===== config.mk =====
export PLATFORM = sky130hd
export DESIGN_NAME = led_mode_master
export DESIGN_NICKNAME = d
export VERILOG_FILES = /design/src/rtl/led_mode_master.sv
export SDC_FILE = /design/constraint.sdc
export NUM_CORES = 1
export LEC_CHECK = 0
export CAP_MARGIN = 20
export CORE_UTILIZATION = 63
export DETAILED_ROUTE_END_ITERATION = 8
export PLACE_DENSITY = 0.93
export SLEW_MARGIN = 20
export SYNTH_ARGS = -nofsm -noshare
export SYNTH_HDL_FRONTEND = slang
export SYNTH_SLANG_ARGS = --single-unit
export TNS_END_PERCENT = 50

===== constraint.sdc =====
create_clock -name clk -period 6 [get_ports clk]
set_input_delay 0.9 -clock clk [delete_from_list [all_inputs] [get_ports clk]]
set_output_delay 0.9 -clock clk [all_outputs]
set_load 0.03 [all_outputs]

===== src/rtl/led_mode_master.sv =====
// led_mode_master: initiator side of the valid/ready/2-bit LED-mode link.
// Advances the mode code on a prescaler tick or a manual step request.
// Each advance runs one valid/ready handshake with the responder.
// Optional macro LED_MODE_MASTER_REVERSE_EN adds a `reverse` input that
// makes an advance decrement the mode instead of incrementing it.
module led_mode_master #(
  parameter int         TICK_DIV       = 50000000,
  parameter int         TIMEOUT_CYCLES = 16,
  parameter logic [1:0] INIT_MODE      = 2'd0
) (
  input  logic       clk,
  input  logic       rstn,
  input  logic       enable,
  input  logic       step_req,
  input  logic       err_clr,
  input  logic       ready,
`ifdef LED_MODE_MASTER_REVERSE_EN
  input  logic       reverse,
`endif
  output logic       valid,
  output logic [1:0] data,
  output logic       busy,
  output logic [1:0] mode,
  output logic       timeout_err
);

  localparam int PW = (TICK_DIV > 2) ? $clog2(TICK_DIV) : 1;
  localparam int TW = (TIMEOUT_CYCLES > 2) ? $clog2(TIMEOUT_CYCLES) : 1;
  localparam logic [PW-1:0] TICK_LAST = PW'(TICK_DIV - 1);
  localparam logic [TW-1:0] TO_LAST   = TW'(TIMEOUT_CYCLES - 1);

  typedef enum logic [1:0] {IDLE, REQ, RELEASE} state_t;

  state_t        state;
  logic [PW-1:0] pcnt;
  logic [TW-1:0] tcnt;
  logic          pending;
  logic          tick;
  logic          adv;
  logic          abort;
  logic          rev;

`ifdef LED_MODE_MASTER_REVERSE_EN
  assign rev = reverse;
`else
  assign rev = 1'b0;
`endif

  assign tick  = enable && (pcnt == TICK_LAST);
  assign adv   = tick || step_req;
  // Abort only when the last allowed wait cycle also passes without ready.
  assign abort = (state == REQ) && !ready && (tcnt == TO_LAST);

  // Free-running prescaler, held at zero while disabled.
  always_ff @(posedge clk or negedge rstn) begin
    if (!rstn)        pcnt <= '0;
    else if (!enable) pcnt <= '0;
    else if (tick)    pcnt <= '0;
    else              pcnt <= pcnt + 1'b1;
  end

  // Sticky timeout flag; a same-cycle abort beats the clear.
  always_ff @(posedge clk or negedge rstn) begin
    if (!rstn)        timeout_err <= 1'b0;
    else if (abort)   timeout_err <= 1'b1;
    else if (err_clr) timeout_err <= 1'b0;
  end

  // Handshake FSM with registered valid/data/busy/mode and pending advance.
  always_ff @(posedge clk or negedge rstn) begin
    if (!rstn) begin
      state   <= IDLE;
      valid   <= 1'b0;
      busy    <= 1'b0;
      data    <= INIT_MODE;
      mode    <= INIT_MODE;
      tcnt    <= '0;
      pending <= 1'b0;
    end else begin
      case (state)
        IDLE: begin
          // Any pending advance is consumed here; a stray ready is ignored.
          pending <= 1'b0;
          if (adv || pending) begin
            state <= REQ;
            busy  <= 1'b1;
            valid <= 1'b1;
            data  <= rev ? (mode - 2'd1) : (mode + 2'd1);
            tcnt  <= '0;
          end
        end
        REQ: begin
          if (adv) pending <= 1'b1;
          if (ready) begin
            mode  <= data;
            valid <= 1'b0;
            state <= RELEASE;
          end else if (tcnt == TO_LAST) begin
            // No commit: put the old mode back on the wire.
            valid <= 1'b0;
            data  <= mode;
            state <= RELEASE;
          end else begin
            tcnt <= tcnt + 1'b1;
          end
        end
        RELEASE: begin
          if (adv) pending <= 1'b1;
          // Responder ready lags valid; never re-request while it is high.
          if (!ready) begin
            state <= IDLE;
            busy  <= 1'b0;
          end
        end
        default: begin
          state <= IDLE;
          busy  <= 1'b0;
          valid <= 1'b0;
        end
      endcase
    end
  end

endmodule


==> flow_summary.ini <==
[run_status]
outcome = finished clean

[clock_network]
root_buffer = clkbuf_4
clk_latency_ns = 0.35
max-clock-path-buffers = 2
postCtsSetupRepairBufs = 0
clock-sinks = 40
cts_tree = built
numCtsBuffers = 5
ctsHtreeMaxLevel = 2
clkTransAtPathRegs_ns = 0.11
cts_resized = 0
postCtsHoldBufs = 0

[critical_path]
cp_max_fo = 8
start_kind = input port
endpoint_kind = register
critical_path_class = in -> reg
reg2reg_depth = 5
cp_data_required_time_ns = 6.25
cp.arrival_ns = 2.84

[layout]
fillers = 234
final_nets = 239
layout.cells.non_filler = 272
syn2layout_area_growth_pct = 9.12
drive_gt1_share_pct = 7.46
antenna_cells = 0

[grt]
grt_usage_pct = 26.6
grt_max_degree = 41
grt_pass1_wl_um = 7050
antenna_found_initial = 0
grt_pass1_vias = 1603
overflow = 0

[sta]
fin_skew_ns = 0.0124
rsz0062_at_grt = no
slew-limit-headroom_pct = 42.5
worst_pin_slew_ns = 0.863
period_share_pct = 43.3
hold_ws_ns = 0.491
clock.fmax_mhz = 385
fin_setup_tns_ns = 0
worst_slack_ns = 3.40
period_minus_slack_ns = 2.60
final_max_slew_viol_count = 0
setup_viol = 0
hold_viol_final = 0

[logic_synthesis]
async_flop_share_pct = 100
syn_area_mm2 = 0.00210
synth_warnings = 0
synth_nets = 224
ys_types = 47
avgSynthCellArea_um2 = 9.85
synth_seq_cells = 40
synth.most_common_cell = dfrtp_1
yosysSeqAreaShare_pct = 47.7
synth_top_area_share_pct = 47.7
synth_ff_type = dfrtp_1
yosysTopAreaCell = dfrtp_1
synthTopCellsByArea = dfrtp_1 48%, xnor2_1 6.7%, nor2_1 6.6%
ys_top_cells_by_count = 40 x dfrtp_1, 37 x nor2_1, 16 x nand2_1, 16 x xnor2_1
syn_inst = 213
synth_edf_count = 0

[floorplan]
fp.dieH_um = 59.7
dieArea_mm2 = 0.00357
placementRows = 20
die_w_um = 59.7
ioPinCount = 13
start_util_pct = 67.6
core-area_mm2 = 0.00310

[routing]
wl_per_cell_um = 14.5
dr.pass1.iters = 4
drtIter0Drc = 84
drtAntennaViolNets = 0
finalWirelength_um = 3940
vias = 1609
vias_per_cell = 5.92
drc = 0

[place]
pre_cts_slack_ns = 3.02
routabilityCongestion = 0.826
placement.io_buffers = 12
place_inst = 265
hpwlAfterDp_um = 2740

[worst_hold_path]
hold-path-cell-count = 1
hp-class = reg -> reg

[power]
peakVddDrop_mv = 0.324
pwr_density_cell_mw_per_mm2 = 335
p_total_uw = 767
leakage_uw = 0.000954

[run]
cap_viol_max_count = 0
-- metrics by stage --
stage	instance area, µm²	util, %
floorplan	2100	-
global placement	2240	72.3
detailed placement	2240	72.3
CTS	2290	73.8
global route	2290	73.8
finish	2290	73.8
-- power by group --
part / internal (µW) / total, µW / switching, µW
Sequential: 308 / 342 / 33.4
Combinational: 130 / 300 / 170
Clock: 43.2 / 125 / 81.6
Total: 482 / 767 / 285
-- per-layer routing --
metal | up-vias | track usage [%] | share of wire, %
li1 | 782 | - | -
met1 | 781 | 37.4 | 47
met2 | 33 | 40.0 | 46
met3 | 13 | 5.41 | 3.8
met4 | 0 | 12.0 | 2.7
met5 | - | 0 | 0
-- registers in the layout (all words and copies together) (netlist names) --
signal / flops
state: 2
mode: 2
pending: 1
valid: 1
busy: 1
timeout_err: 1
tcnt: 4
pcnt: 26
data: 2
-- critical path, cell delays in order --
cell and delay [ns]:
clkdlybuf4s50_1 0.53, or2b_2 0.38, a31oi_1 0.57, a21o_1 0.20, o21ai_0 0.12, o21a_1 0.15
-- final timing paths --
check,to,start,slack (ns)
worst max-delay path,state[0]$_DFFE_PN0P_,ready,3.40
worst max register to register,pcnt[7]$_DFF_PN0_,pcnt[7]$_DFF_PN0_,3.53
worst min register to register,pcnt[0]$_DFF_PN0_,pcnt[0]$_DFF_PN0_,0.49
max in group asynchronous,pcnt[1]$_DFF_PN0_,rstn,4.80
worst min-delay path,pcnt[0]$_DFF_PN0_,pcnt[0]$_DFF_PN0_,0.49
min in group asynchronous,tcnt[2]$_DFFE_PN0P_,rstn,0.65
-- area by class of cell --
class                      instances  area (µm²)  share of cell area, %
inverter                           7        26.3                   1.15
sequential                        40        1000                   43.7
clock inverter                     1        5.00                  0.219
clock buffer                       6        41.3                   1.80
timing repair buffer              12         115                   5.03
multi-input combinational        162        1050                   45.7
tap                               44        55.1                   2.40
-- cell families after synthesis --
group	Yosys count	share of synthesized area [%]
buf+inv	11	2.44
compound gates	28	9.90
flops	40	47.7
simple gates	100	24.5
xor+xnor	25	10.4
fa+ha+maj	5	2.98
mux	4	2.03
-- cells in the final DEF, fill, tap and decap left out, types with 6 or more instances in the layout --
master           synthesis  final
xor2_1                   9      9
xnor2_1                 16     16
dfrtp_1                 40     40
nor2_1                  37     37
clkdlybuf4s50_1          0     11
inv_1                    7      7
nand2_1                 16     16
nand4_1                  6      6
nand3_1                  9      9
nor3_1                   6      6
No activity file was read; power rests on OpenSTA's default activity.
